**src/rtl/trap_ctrl.sv**
```systemverilog
// ---------------------------------------------------------------------------
// trap_ctrl
//
// Registered trap controller sitting between the execute/memory stage and the
// CSR file. It detects synchronous exceptions, arbitrates them against the
// machine timer and NUM_IRQ edge-latched external interrupts, and presents a
// single trap at a time over a req/ack handshake. Handler residency is tracked
// until mret.
//
// Optional feature macro: TRAP_VECTORED_EN
//   defined   : mtvec_i[1:0]==2'b01 vectors interrupts to base + 4*cause[30:0]
//   undefined : direct mode only, mtvec_i[1:0] ignored
//
// Ports
//   clk_i, rst_n_i          clock, asynchronous active-low reset
//   inst_valid_i            sync inputs describe a real instruction
//   shouldJump_i/pcJumpDst_i taken jump and its target
//   pc_i                    current instruction PC
//   dataAddress_i           data access address
//   memInstType_i           {mem_op, store, size[1:0]}; size 00=B 01=H 10=W
//   inst_invalid_i          illegal instruction
//   priv_i/privCause_i      ecall/ebreak and its mcause
//   mtime_exc_i             timer interrupt level
//   irq_i/irq_en_i          external interrupt levels and per-line enables
//   mie_i                   global interrupt enable
//   mtvec_i                 trap vector base + mode
//   mret_i                  handler return pulse
//   trap_ack_i              trap accepted by CSR/pipeline
//   stall_o                 hold the pipeline (detect cycle and whole REQ)
//   trap_req_o              trap presented
//   trap_cause_o/info_o/epc_o/target_o   mcause, mtval, mepc, redirect PC
//   in_handler_o            handler active
//   double_fault_o          sticky: sync exception taken inside a handler
//   trap_count_o            saturating count of accepted traps
// ---------------------------------------------------------------------------

// Memory instruction descriptor: bit3 = memory op, bit2 = store, [1:0] = size.
typedef logic [3:0] mem_inst_type_t;

module trap_ctrl #(
  parameter int          NUM_IRQ               = 4,
  parameter logic [31:0] PC_VALID_RANGE_BASE   = 32'h0000_0100,
  parameter logic [31:0] PC_VALID_RANGE_LIMIT  = 32'h0000_FFFF,
  parameter logic [31:0] MEM_VALID_RANGE_BASE  = 32'h0001_0000,
  parameter logic [31:0] MEM_VALID_RANGE_LIMIT = 32'h0001_FFFF,
  parameter logic [31:0] MMIO_ADDR             = 32'h0000_0100,
  parameter int          CNT_W                 = 8
) (
  input  logic                 clk_i,
  input  logic                 rst_n_i,
  input  logic                 inst_valid_i,
  input  logic                 shouldJump_i,
  input  logic [31:0]          pcJumpDst_i,
  input  logic [31:0]          pc_i,
  input  logic [31:0]          dataAddress_i,
  input  mem_inst_type_t       memInstType_i,
  input  logic                 inst_invalid_i,
  input  logic                 priv_i,
  input  logic [31:0]          privCause_i,
  input  logic                 mtime_exc_i,
  input  logic [NUM_IRQ-1:0]   irq_i,
  input  logic [NUM_IRQ-1:0]   irq_en_i,
  input  logic                 mie_i,
  input  logic [31:0]          mtvec_i,
  input  logic                 mret_i,
  input  logic                 trap_ack_i,
  output logic                 stall_o,
  output logic                 trap_req_o,
  output logic [31:0]          trap_cause_o,
  output logic [31:0]          trap_info_o,
  output logic [31:0]          trap_epc_o,
  output logic [31:0]          trap_target_o,
  output logic                 in_handler_o,
  output logic                 double_fault_o,
  output logic [CNT_W-1:0]     trap_count_o
);

  localparam logic [31:0] PC_BASE   = PC_VALID_RANGE_BASE;
  localparam logic [31:0] PC_LIMIT  = PC_VALID_RANGE_LIMIT;
  localparam logic [31:0] MEM_BASE  = MEM_VALID_RANGE_BASE;
  localparam logic [31:0] MEM_LIMIT = MEM_VALID_RANGE_LIMIT;

  localparam logic [31:0] M_INSTR_MISALIGN = 32'd0;
  localparam logic [31:0] M_INSTR_AFAULT   = 32'd1;
  localparam logic [31:0] M_ILL_INSTR      = 32'd2;
  localparam logic [31:0] M_LOAD_MISALIGN  = 32'd4;
  localparam logic [31:0] M_LOAD_AFAULT    = 32'd5;
  localparam logic [31:0] M_STORE_MISALIGN = 32'd6;
  localparam logic [31:0] M_STORE_AFAULT   = 32'd7;
  localparam logic [31:0] M_TIMER_INT      = 32'h8000_0007;

  localparam logic [1:0] SIZE_HALF = 2'b01;
  localparam logic [1:0] SIZE_WORD = 2'b10;

  typedef enum logic [1:0] {
    IDLE    = 2'd0,
    REQ     = 2'd1,
    HANDLER = 2'd2
  } state_t;

  state_t             r_state;
  logic               r_req;
  logic [31:0]        r_cause;
  logic [31:0]        r_info;
  logic [31:0]        r_epc;
  logic [31:0]        r_target;
  logic               r_in_handler;
  logic               r_dfault;
  logic [CNT_W-1:0]   r_cnt;
  logic [NUM_IRQ-1:0] r_irq_prev;
  logic [NUM_IRQ-1:0] r_irq_pend;
  logic [NUM_IRQ-1:0] r_irq_taken;   // one-hot line being presented, 0 for sync/timer

  // ---------------- synchronous exception detection ----------------
  logic        w_is_mem;
  logic        w_is_store;
  logic        w_jmp_mis;
  logic        w_pc_oob;
  logic        w_mem_oob;
  logic        w_mem_mis;
  logic        w_sync;
  logic [31:0] w_sync_cause;
  logic [31:0] w_sync_info;

  assign w_is_mem   = memInstType_i[3];
  assign w_is_store = memInstType_i[2];
  assign w_jmp_mis  = shouldJump_i && (pcJumpDst_i[1:0] != 2'b00);
  assign w_pc_oob   = (pc_i < PC_BASE) || (pc_i > PC_LIMIT);
  assign w_mem_oob  = w_is_mem && (dataAddress_i != MMIO_ADDR) &&
                      ((dataAddress_i < MEM_BASE) || (dataAddress_i > MEM_LIMIT));
  assign w_mem_mis  = w_is_mem &&
                      (((memInstType_i[1:0] == SIZE_HALF) && dataAddress_i[0]) ||
                       ((memInstType_i[1:0] == SIZE_WORD) && (dataAddress_i[1:0] != 2'b00)));

  always_comb begin
    w_sync       = 1'b0;
    w_sync_cause = '0;
    w_sync_info  = '0;
    if (inst_valid_i) begin
      if (w_jmp_mis) begin
        w_sync = 1'b1; w_sync_cause = M_INSTR_MISALIGN; w_sync_info = pcJumpDst_i;
      end else if (w_pc_oob) begin
        w_sync = 1'b1; w_sync_cause = M_INSTR_AFAULT;   w_sync_info = pc_i;
      end else if (inst_invalid_i) begin
        w_sync = 1'b1; w_sync_cause = M_ILL_INSTR;      w_sync_info = pc_i;
      end else if (priv_i) begin
        w_sync = 1'b1; w_sync_cause = privCause_i;      w_sync_info = pc_i;
      end else if (w_mem_oob) begin
        w_sync = 1'b1; w_sync_cause = w_is_store ? M_STORE_AFAULT : M_LOAD_AFAULT;
        w_sync_info = dataAddress_i;
      end else if (w_mem_mis) begin
        w_sync = 1'b1; w_sync_cause = w_is_store ? M_STORE_MISALIGN : M_LOAD_MISALIGN;
        w_sync_info = dataAddress_i;
      end
    end
  end

  // ---------------- interrupt arbitration ----------------
  logic [NUM_IRQ-1:0] w_irq_rise;
  logic [NUM_IRQ-1:0] w_irq_cand;
  logic [NUM_IRQ-1:0] w_irq_sel;
  logic [NUM_IRQ-1:0] w_irq_clr;
  logic               w_irq_any;
  logic [31:0]        w_irq_cause;

  assign w_irq_rise = irq_i & ~r_irq_prev;
  assign w_irq_cand = r_irq_pend & irq_en_i;

  // Timer beats every external line; among lines the lowest index wins.
  always_comb begin
    w_irq_any   = 1'b0;
    w_irq_cause = '0;
    w_irq_sel   = '0;
    if (mtime_exc_i) begin
      w_irq_any   = 1'b1;
      w_irq_cause = M_TIMER_INT;
    end else begin
      for (int i = 0; i < NUM_IRQ; i++) begin
        if (!w_irq_any && w_irq_cand[i]) begin
          w_irq_any    = 1'b1;
          w_irq_cause  = {1'b1, 31'(16 + i)};
          w_irq_sel[i] = 1'b1;
        end
      end
    end
  end

  // ---------------- trap selection ----------------
  logic        w_take_sync;
  logic        w_take_irq;
  logic        w_detect;
  logic [31:0] w_cause;
  logic [31:0] w_info;
  logic [31:0] w_base;
  logic [31:0] w_target;

  // Sync exceptions are honoured in IDLE and in HANDLER (double fault);
  // interrupts only from IDLE, and never alongside a sync exception.
  assign w_take_sync = w_sync && ((r_state == IDLE) || (r_state == HANDLER));
  assign w_take_irq  = (r_state == IDLE) && !w_sync && mie_i && w_irq_any;
  assign w_detect    = w_take_sync || w_take_irq;
  assign w_cause     = w_take_sync ? w_sync_cause : w_irq_cause;
  assign w_info      = w_take_sync ? w_sync_info  : 32'd0;
  assign w_base      = {mtvec_i[31:2], 2'b00};
  assign w_irq_clr   = ((r_state == REQ) && trap_ack_i) ? r_irq_taken : '0;

`ifdef TRAP_VECTORED_EN
  // 4*cause[30:0] truncated to 32 bits is simply cause[29:0] shifted by two.
  assign w_target = ((mtvec_i[1:0] == 2'b01) && w_cause[31]) ?
                    (w_base + {w_cause[29:0], 2'b00}) : w_base;
`else
  logic w_unused_mode;
  assign w_unused_mode = &{1'b0, mtvec_i[1:0]};
  assign w_target      = w_base;
`endif

  // ---------------- state and registered outputs ----------------
  always_ff @(posedge clk_i or negedge rst_n_i) begin
    if (!rst_n_i) begin
      r_state      <= IDLE;
      r_req        <= 1'b0;
      r_cause      <= '0;
      r_info       <= '0;
      r_epc        <= '0;
      r_target     <= '0;
      r_in_handler <= 1'b0;
      r_dfault     <= 1'b0;
      r_cnt        <= '0;
      r_irq_prev   <= '0;
      r_irq_pend   <= '0;
      r_irq_taken  <= '0;
    end else begin
      r_irq_prev <= irq_i;
      // A new edge wins over the clear of the line being acknowledged.
      r_irq_pend <= (r_irq_pend & ~w_irq_clr) | w_irq_rise;

      if (w_detect) begin
        r_cause     <= w_cause;
        r_info      <= w_info;
        r_epc       <= pc_i;
        r_target    <= w_target;
        r_irq_taken <= w_take_irq ? w_irq_sel : '0;
      end

      case (r_state)
        IDLE: begin
          if (w_detect) begin
            r_state <= REQ;
            r_req   <= 1'b1;
          end
        end
        REQ: begin
          if (trap_ack_i) begin
            r_state      <= HANDLER;
            r_req        <= 1'b0;
            r_in_handler <= 1'b1;
            r_irq_taken  <= '0;
            if (r_cnt != {CNT_W{1'b1}}) begin
              r_cnt <= r_cnt + CNT_W'(1);
            end
          end
        end
        HANDLER: begin
          // An exception raised alongside mret still takes priority.
          if (w_take_sync) begin
            r_state      <= REQ;
            r_req        <= 1'b1;
            r_in_handler <= 1'b0;
            r_dfault     <= 1'b1;
          end else if (mret_i) begin
            r_state      <= IDLE;
            r_in_handler <= 1'b0;
          end
        end
        default: r_state <= IDLE;
      endcase
    end
  end

  assign stall_o        = w_detect || (r_state == REQ);
  assign trap_req_o     = r_req;
  assign trap_cause_o   = r_cause;
  assign trap_info_o    = r_info;
  assign trap_epc_o     = r_epc;
  assign trap_target_o  = r_target;
  assign in_handler_o   = r_in_handler;
  assign double_fault_o = r_dfault;
  assign trap_count_o   = r_cnt;

endmodule

```
**config.mk**
```make
export PLATFORM = sky130hd
export DESIGN_NAME = trap_ctrl
export DESIGN_NICKNAME = d
export VERILOG_FILES = /design/src/rtl/trap_ctrl.sv
export SDC_FILE = /design/constraint.sdc
export NUM_CORES = 1
export LEC_CHECK = 0
export ABC_CLOCK_PERIOD_IN_PS = 2700
export CORE_ASPECT_RATIO = 1.75
export CORE_MARGIN = 2
export CORE_UTILIZATION = 37
export CTS_CLUSTER_DIAMETER = 100
export DETAILED_ROUTE_END_ITERATION = 8
export GPL_ROUTABILITY_DRIVEN = 0
export GPL_TIMING_DRIVEN = 0
export PLACE_DENSITY = 0.77
export SLEW_MARGIN = 20
export SYNTH_ARGS = -nofsm -noshare
export SYNTH_HDL_FRONTEND = slang
export SYNTH_SLANG_ARGS = --single-unit
```
**constraint.sdc**
```tcl
create_clock -name clk_i -period 2.7 [get_ports clk_i]
set_input_delay 0.675 -clock clk_i [delete_from_list [all_inputs] [get_ports clk_i]]
set_output_delay 0.675 -clock clk_i [all_outputs]
set_load 0.02 [all_outputs]
```
==> summary.md <==
| Metric | Value |
|---|---|
| Run status | complete, but fails checks |
| Failing checks | negative setup slack |
| First-pass GRT wire length | 37270 um |
| Vias in the first global route | 6624 |
| Clk sinks | 151 |
| Syn Inst Count | 560 |
| Gr usage total | 25.84% |
| Die Width | 104.8 um |
| WL final | 24440 um |
| Slew HR | 53.84% |
| Crit Path Max Fanout | 3 |
| Register area share after synthesis | 57.45% |
| Worst Path Required | 2030 ps |
| Die footprint | 0.01890 mm^2 |
| Pwr dens | 999.8 mW/mm^2 |
| Initial Util | 37.68% |
| Multi-input gate area | 0.002798 mm^2 |
| Hold Crit Class | input pin to async pin |
| Register area | 0.003779 mm^2 |
| RSZ-0062 raised after global routing | true |
| FF+latch count, synth | 151 |
| Largest area contributor in the netlist | dfrtp_1 |
| Worst path arrival time | 2170 ps |
| Post-CTS Hold Buffers | 0 |
| Setup_tns | -141.1 ps |
| Mean Syn Cell Area | 11.75 um^2 |
| DP Area | 0.01007 mm^2 |
| Share of cells above drive strength 1 | 15.93% |
| CP Launch Point | irq_en_i[2] |
| Ports | 322 |
| Largest net degree at the start of global routing | 87 |
| Post-route ant nets | 0 |
| Pre-CTS WS | -1437 ps |
| Htree depth | 4 |
| Cell area after synthesis | 0.006578 mm^2 |
| Vias | 6168 |
| Post-route cell area | 0.01098 mm^2 |
| Cell at the slowest stage of the critical path | clkdlybuf4s50_1 |
| Drt drc | 0 |
| Port Buf Inserts | 316 |
| Async SR Flop Fraction | 100.0% |
| Setup violators final | 1 |
| Critical path class | input pin to output pin |
| Largest cells by area after synthesis | dfrtp_1 57%, mux2_1 9.2%, o21ai_0 5.3% |
| Clock Tree Root | clkbuf_16 |
| Lkg Pwr | 4.723 nW |
| Dpl hpwl | 18180 um |
| Unique masters post-synth | 56 |
| Nets | 1100 |
| Power consumption | 0.01098 W |
| Std cell rows | 64 |
| Initial antenna violation count | 0 |
| 1st-iter DRT viols | 236 |
| RR Startpoint | r_irq_pend[0] |
| CTS tree | built |
| Diode count | 0 |
| Worst Reg2Reg Path Length in Cells | 8 |
| Clk_lat worst skew | 430 ps |
| Final cycle utilization of the critical path | 105.2% |
| Worst Setup End Kind | output pin |
| CP peak stage delay | 440 ps |
| Post-synth EDFFs | 0 |
| Peak supply drop | 0.5688 mV |
| Post-Route Skew | 9.313 ps |
| Routed WL per cell | 21.07 um |
| Yosys warnings | 0 |
| Die height | 180.4 um |
| Critical Path Source Type | input pin |
| Drt via density | 5.317 |
| Area growth syn-to-layout | 66.94% |
| Final global-route overflow total | 0 |
| Fmax | 352.0 MHz |
| Core area | 0.01746 mm^2 |
| CTS buffer count | 17 |
| Worst slew pin tran | 692.4 ps |
| Fillcell total | 1402 |
| Most used flip-flop cell after synthesis | dfrtp_1 |
| Setup WS post-layout | -141.1 ps |
| Fin. Hold Viols | 0 |
| Longest Clk Path Bufs | 2 |
| Clk pin slew, worst setup/hold paths | 60 ps |
| Area share of the largest cell type after synthesis | 57.45% |
| Final min period | 2841 ps |
| Max Cap Viol | 0 |
| Detailed Routing Iterations Pass 1 | 4 |
| CP cell instances | clkdlybuf4s50_1 -> nand2_1 -> nand2_1 -> o31a_1 -> a211oi_2 -> buf_6 -> nand2_4 -> buf_6 |
| Final slew viol count | 0 |
layout by cell type (no fill, tap or decap), drive strengths merged, types with 13 or more instances in the layout:
cell type      netlist  final
dfrtp              151    151
clkdlybuf4s50        0    254
a311oi              16     16
nand2               56     56
clkdlybuf4s15        0     15
mux2                63     63
o21ai               74     74
a211oi              17     17
buf                 21     60
a22o                27     27
clkbuf              18     46
dlygate4sd2          0     13
and3                17     17
per-stage QoR:
stage          hold WS, ps  utilization (%)  cells
6_report             229.6            62.90   1160
5_1_grt              297.9            62.90   1160
4_1_cts              269.6            62.54   1156
3_5_place_dp         429.7            57.71   1109
3_3_place_gp         408.9            57.52   1108
2_1_floorplan        379.4                -    561
power breakdown:
group | leakage [nW] | switching (W) | internal [W]
logic | 2.57 | 0.00254 | 0.00240
clock network | 0.297 | 0.000983 | 0.00150
registers | 1.85 | 0.000468 | 0.00308
total | 4.72 | 0.00399 | 0.00699
final timing paths:
kind	slack (ps)	to
max reg2reg	230	trap_epc_o[20]
min	230	trap_target_o[28]
max	-140	stall_o
min reg2reg	430	r_irq_pend[2]
max in group asynchronous	1690	trap_cause_o[28]
min in group clk_i	430	r_irq_pend[2]
state kept, by name, summed over array words and instances, names as in the netlist:
register and count:
r_irq_prev 4, double_fault_o 1, trap_epc_o 32, r_irq_pend 4, r_state 2, trap_cause_o 32
in_handler_o 1, trap_target_o 30, r_irq_taken 4, trap_info_o 32, trap_count_o 8, trap_req_o 1
worst max-delay path: cells and delay by family:
family / cells / cell delay [ps]
simple gates: 3 / 220
buf+inv: 3 / 720
compound gates: 2 / 540
cells by family after synthesis:
group                      after synthesis  synth area share [%]
adders and majority gates                1                0.1902
and+or+nand+nor                        125                 9.892
other                                    1               0.05701
AOI/OAI and AO/OA                      163                 16.99
DFF                                    151                 57.45
buffers and inverters                   47                 3.424
xor gates and xnor gates                 8                 1.065
muxes                                   64                 10.94
cells in the mapped netlist, types with 4 or more instances:
library cell and count:
a211oi_1 16, a21oi_1 7, a22o_1 27, a311oi_1 16, and3_1 17, buf_2 12, buf_4 9, clkbuf_1 18
dfrtp_1 151, inv_1 8, mux2_1 54, mux2_2 9, nand2_1 56, nand3_1 9, nand4_1 4, nor2_1 6
nor4_1 12, o21ai_0 70, o21ai_1 4, xor2_1 5
cell type report:
cell class / instances / share of cell area [%]
multi-input combinational: 363 / 25.48
buffer: 36 / 1.857
clock buffer: 20 / 4.159
inverter: 8 / 0.2735
timing repair buffer: 340 / 29.84
clock inverter: 11 / 1.345
sequential: 151 / 34.41
tap: 231 / 2.632
layer usage:
layer | global-route usage, % | wire (um)
met1 | 27.89 | 8859
met2 | 46.81 | 13040
met3 | 5.389 | 1346
met4 | 13.49 | 1196
met5 | 0 | 0
what timing repair did:
| action | CTS | global route |
|---|---|---|
| pin swaps | 25 | 20 |
| setup buffers | 17 | 7 |
| resized for setup | 153 | 60 |
| endpoints found under the setup margin | 131 | 57 |
(Power assumes the default switching activity.)
==> patch 1: new RTL, same settings <==
Add a define of `TRAP_VECTORED_EN`.
--- a/src/rtl/trap_ctrl.sv
+++ b/src/rtl/trap_ctrl.sv
@@ -35,6 +35,8 @@
 // ---------------------------------------------------------------------------
 
 // Memory instruction descriptor: bit3 = memory op, bit2 = store, [1:0] = size.
+`define TRAP_VECTORED_EN
+
 typedef logic [3:0] mem_inst_type_t;
 
 module trap_ctrl #(
Function: changed (a bounded check fails within 4 cycles, from zero or initial values and one cycle with rst_n_i low).
==> patch 1 against the unedited design <==
The run still ends with negative setup slack left; final area increased by 31%; sequential cell count unchanged; sequential power is essentially flat; worst setup slack worse by 1.5 ns; register-to-register slack got worse by 1.6 ns; area after synthesis is 28% higher; combinational power increased by 34%; wire length increased by 46%; total power rose by 14%; via count rose by 51%; die area up 27%; largest cell class is now multi-input combinational cells; largest power group unchanged; highest routed layer unchanged.
==> patch 1: results (changes against the unedited design) <==
| Metric | Value |
|---|---|
| # resized after CTS | `303 (was 153)` |
| Vias in the first global route | `9,591 (was 6,624)` |
| Port-buffer cells | `318 (was 316)` |
| Largest family of logic cells by synthesized area | `simple AND/OR/NAND/NOR gates (was compound AO/OA/AOI/OAI gates)` |
| Layout cells sized above 1 | `23.9% (was 15.9%)` |
| Worst skew pair latency | `0.46 ns (was 0.43 ns)` |
| Setup TNS | `-82.94 ns (was -0.141 ns)` |
| DP HPWL | `24,900 um (was 18,200 um)` |
| Met3 Track Usage GR | `6.94% (was 5.39%)` |
| WP data arrival | `4.75 ns (was 2.17 ns)` |
| Failing checks | `negative setup slack (unchanged)` |
| Seq/Total Area, Yosys | `44.8% (was 57.4%)` |
| Final setup vio count | `88 (was 1)` |
| Synth Area in Compound Gates | `20.9% (was 17.0%)` |
| Synth area leaders | `dfrtp_1, nand2_1, a21oi_1 (was dfrtp_1, mux2_1, o21ai_0)` |
| Met2 Use GR | `51.1% (was 46.8%)` |
| Worst Slack Setup Final | `-1.67 ns (was -0.141 ns)` |
| Die area | `24,100 um2 (was 18,900 um2)` |
| Largest net degree at the start of global routing | `80 (was 87)` |
| Setup bufs post-CTS | `50 (was 17)` |
| M1 wire length | `12,000 um (was 8860 um)` |
| Antenna Cells | `1 (was 0)` |
| Place WS | `-3.23 ns (was -1.44 ns)` |
| Max_slew headroom | `55.5% (was 53.8%)` |
| 1st-pass router iterations | `5 (was 4)` |
| Final WL | `35,600 um (was 24,400 um)` |
| CP max FO | `7 (was 3)` |
| Met1 usage | `27.8% (was 27.9%)` |
| Seq area share | `26.3% (was 34.4%)` |
| Kind of cell adding the most delay to the critical path | `simple AND/OR/NAND/NOR gates (was buffers and inverters)` |
| WL met2 | `18,600 um (was 13,000 um)` |
| CP peak stage delay | `0.32 ns (was 0.44 ns)` |
| Skew final | `0.00775 ns (was 0.00931 ns)` |
| DP Area | `12,300 um2 (was 10,100 um2)` |
| Cell count after synthesis | `984 (was 560)` |
| Status | `finished, violations left (unchanged)` |
| Maximum vdd drop | `0.405 mV (was 0.569 mV)` |
-- patch 1: cell count changes in the layout (fill, tap and decap cells not counted), moves of 37 or more --
cell	unedited run	this run
a21o_1	2	41
a21oi_1	6	79
buf_6	2	39
mux2_1	54	0
nand2_1	55	190
nand3_1	9	46
-- patch 1: path summary, 6_finish.rpt --
path / start / end / slack [ns]
max: pc_i[24] / trap_target_o[31] / -1.67
min: rst_n_i / trap_cause_o[11] / 0.17
max reg2reg: r_state[0] / trap_target_o[31] / -1.32
min reg2reg: r_irq_prev[3] / r_irq_pend[3] / 0.43
max in group asynchronous: rst_n_i / trap_info_o[0] / 1.69
min in group clk_i: pc_i[22] / trap_epc_o[22] / 0.42
-- patch 1: kinds of logic (layout without fill, tap and decap cells) --
logic type                 Yosys count  after routing
DFF                                151            151
other                                1              3
xor gates and xnor gates            31             31
and+or+nand+nor                    406            406
muxes                                2              2
buffers and inverters               72            497
AOI/OAI and AO/OA                  290            290
adders and majority gates           31             31
==> patch 2: new RTL, same settings <==
Without the edit above. Encoding of `state_t`: now one-hot (3 bits for 3 states).
--- a/src/rtl/trap_ctrl.sv
+++ b/src/rtl/trap_ctrl.sv
@@ -92,10 +92,10 @@
   localparam logic [1:0] SIZE_HALF = 2'b01;
   localparam logic [1:0] SIZE_WORD = 2'b10;
 
-  typedef enum logic [1:0] {
-    IDLE    = 2'd0,
-    REQ     = 2'd1,
-    HANDLER = 2'd2
+  typedef enum logic [2:0] {
+    IDLE    = 3'b001,
+    REQ     = 3'b010,
+    HANDLER = 3'b100
   } state_t;
 
   state_t             r_state;
Formal check against the unedited RTL: no difference found for any inputs over 4 cycles, from zero or initial values and one cycle with rst_n_i low; so few cycles prove little.
==> patch 2 against the unedited design <==
The run still ends with negative setup slack left; sequential cell count grew 1; total power grew 7.9%; worst setup slack lost 0.54 ns; first-iteration DRC count shrank 11%; wire length grew 2.9%; final area grew 4.6%; synthesized cell count shrank 3.2%; non-clock buffer count grew 12; area after synthesis shrank 0.44%; critical path type unchanged; critical endpoint unchanged; largest cell class is now non-clock buffers; highest routed layer unchanged.
==> patch 2: results (changes against the unedited design) <==
| Metric | Value |
|---|---|
| Commonest cells post-synth | `dfrtp_1, mux2_2, a22o_1, a21oi_1 (was dfrtp_1, o21ai_0, nand2_1, mux2_1, a22o_1)` |
| Non-CTS buffers | `388 (was 376)` |
| Met2 Use GR | `47.8% (was 46.8%)` |
| Kind of cell adding the most delay to the critical path | `compound AO/OA/AOI/OAI gates (was buffers and inverters)` |
| First DRT Iteration DRCs | `211 (was 236)` |
| Met1 usage | `29.2% (was 27.9%)` |
| First-pass GRT wire length | `37,900 um (was 37,300 um)` |
| Distinct cells, synth | `49 (was 56)` |
| Clock Tree Root | `clkbuf_16 (unchanged)` |
| Flops & latches, synth | `152 (was 151)` |
| 1st-pass router iterations | `6 (was 4)` |
| Seq/Total Area, Yosys | `58.1% (was 57.4%)` |
| Area of the multi-input gates | `2790 um2 (was 2800 um2)` |
| Maximum vdd drop | `0.666 mV (was 0.569 mV)` |
| DR vias/cell | `5.35 (was 5.32)` |
| Total GRT Usage | `26.5% (was 25.8%)` |
| Place WS | `-2.26 ns (was -1.44 ns)` |
| Skew final | `0.00658 ns (was 0.00931 ns)` |
| WL met2 | `13,600 um (was 13,000 um)` |
| Placed insts | `1,092 (was 1,109)` |
| Leakage | `0.00484 uW (was 0.00472 uW)` |
| Register area | `3800 um2 (was 3780 um2)` |
| CP peak stage delay | `0.36 ns (was 0.44 ns)` |
| WP data arrival | `2.71 ns (was 2.17 ns)` |
| Clock-cell share | `5.37% (was 5.50%)` |
| Clock buffers | `22 (was 20)` |
| M1 wire length | `9180 um (was 8860 um)` |
| Cell count after synthesis | `542 (was 560)` |
| Worst Slack Setup Final | `-0.681 ns (was -0.141 ns)` |
| Antenna Cells | `1 (was 0)` |
| Final setup vio count | `117 (was 1)` |
| Synth Area in Compound Gates | `17.9% (was 17.0%)` |
| Top Metal Used | `met4 (unchanged)` |
| Initial antenna violation count | `1 (was 0)` |
| Gate power share | `49.0% (was 45.0%)` |
| Setup TNS | `-35.12 ns (was -0.141 ns)` |
| DP HPWL | `18,300 um (was 18,200 um)` |
| Routed via count | `6,195 (was 6,168)` |
| Failing checks | `negative setup slack (unchanged)` |
| Post-synthesis mux area share | `10.8% (was 10.9%)` |
| Largest net degree at the start of global routing | `92 (was 87)` |
| Slowest CP cell | `o31a_1 (was clkdlybuf4s50_1)` |
| Fin nets | `1,095 (was 1,100)` |
| Max_slew headroom | `58.5% (was 53.8%)` |
| Adder and majority cell fraction of the synthesized area | `0.191% (was 0.190%)` |
| Final WL | `25,100 um (was 24,400 um)` |
| Design Area, Final | `11,500 um2 (was 11,000 um2)` |
| Switch share | `34.5% (was 36.4%)` |
| Met3 Track Usage GR | `5.26% (was 5.39%)` |
| Vias in the first global route | `6,460 (was 6,624)` |
| Port-buffer cells | `317 (was 316)` |
| #MultiIn Comb | `345 (was 363)` |
| Status | `finished, violations left (unchanged)` |
| Final non-clock buffer share | `34.4% (was 31.7%)` |
==> patch 2: cell types whose count changed in the layout (fill, tap and decap cells not counted), sizes merged, moves of 17 or more <==
cell	unedited run	this run
o2bb2ai	0	20
and3	17	0
a21oi	7	39
o21ai	74	25
buf	60	79
a22o	27	45
nand2	56	24
==> patch 2: what timing repair did <==
item	4_1_cts	5_1_grt
cloned	4	2
endpoints found under the setup margin	137	130
setup buffers	26	7
resized for setup	253	45
hold buffers	0	0
pin swaps	44	24
==> patch 2: path summary, 6_finish.rpt <==
check / startpoint / to / slack, ns / cells after the start
worst max-delay path: dataAddress_i[22] / stall_o / -0.68 / 11
worst min-delay path: rst_n_i / trap_info_o[22] / 0.18 / 1
worst max register to register: r_state[0] / trap_info_o[0] / 0.04 / 10
worst min register to register: r_irq_prev[1] / r_irq_pend[1] / 0.42 / 1
max in group asynchronous: rst_n_i / trap_target_o[7] / 1.66 / 2
min in group clk_i: r_irq_prev[1] / r_irq_pend[1] / 0.42 / 1
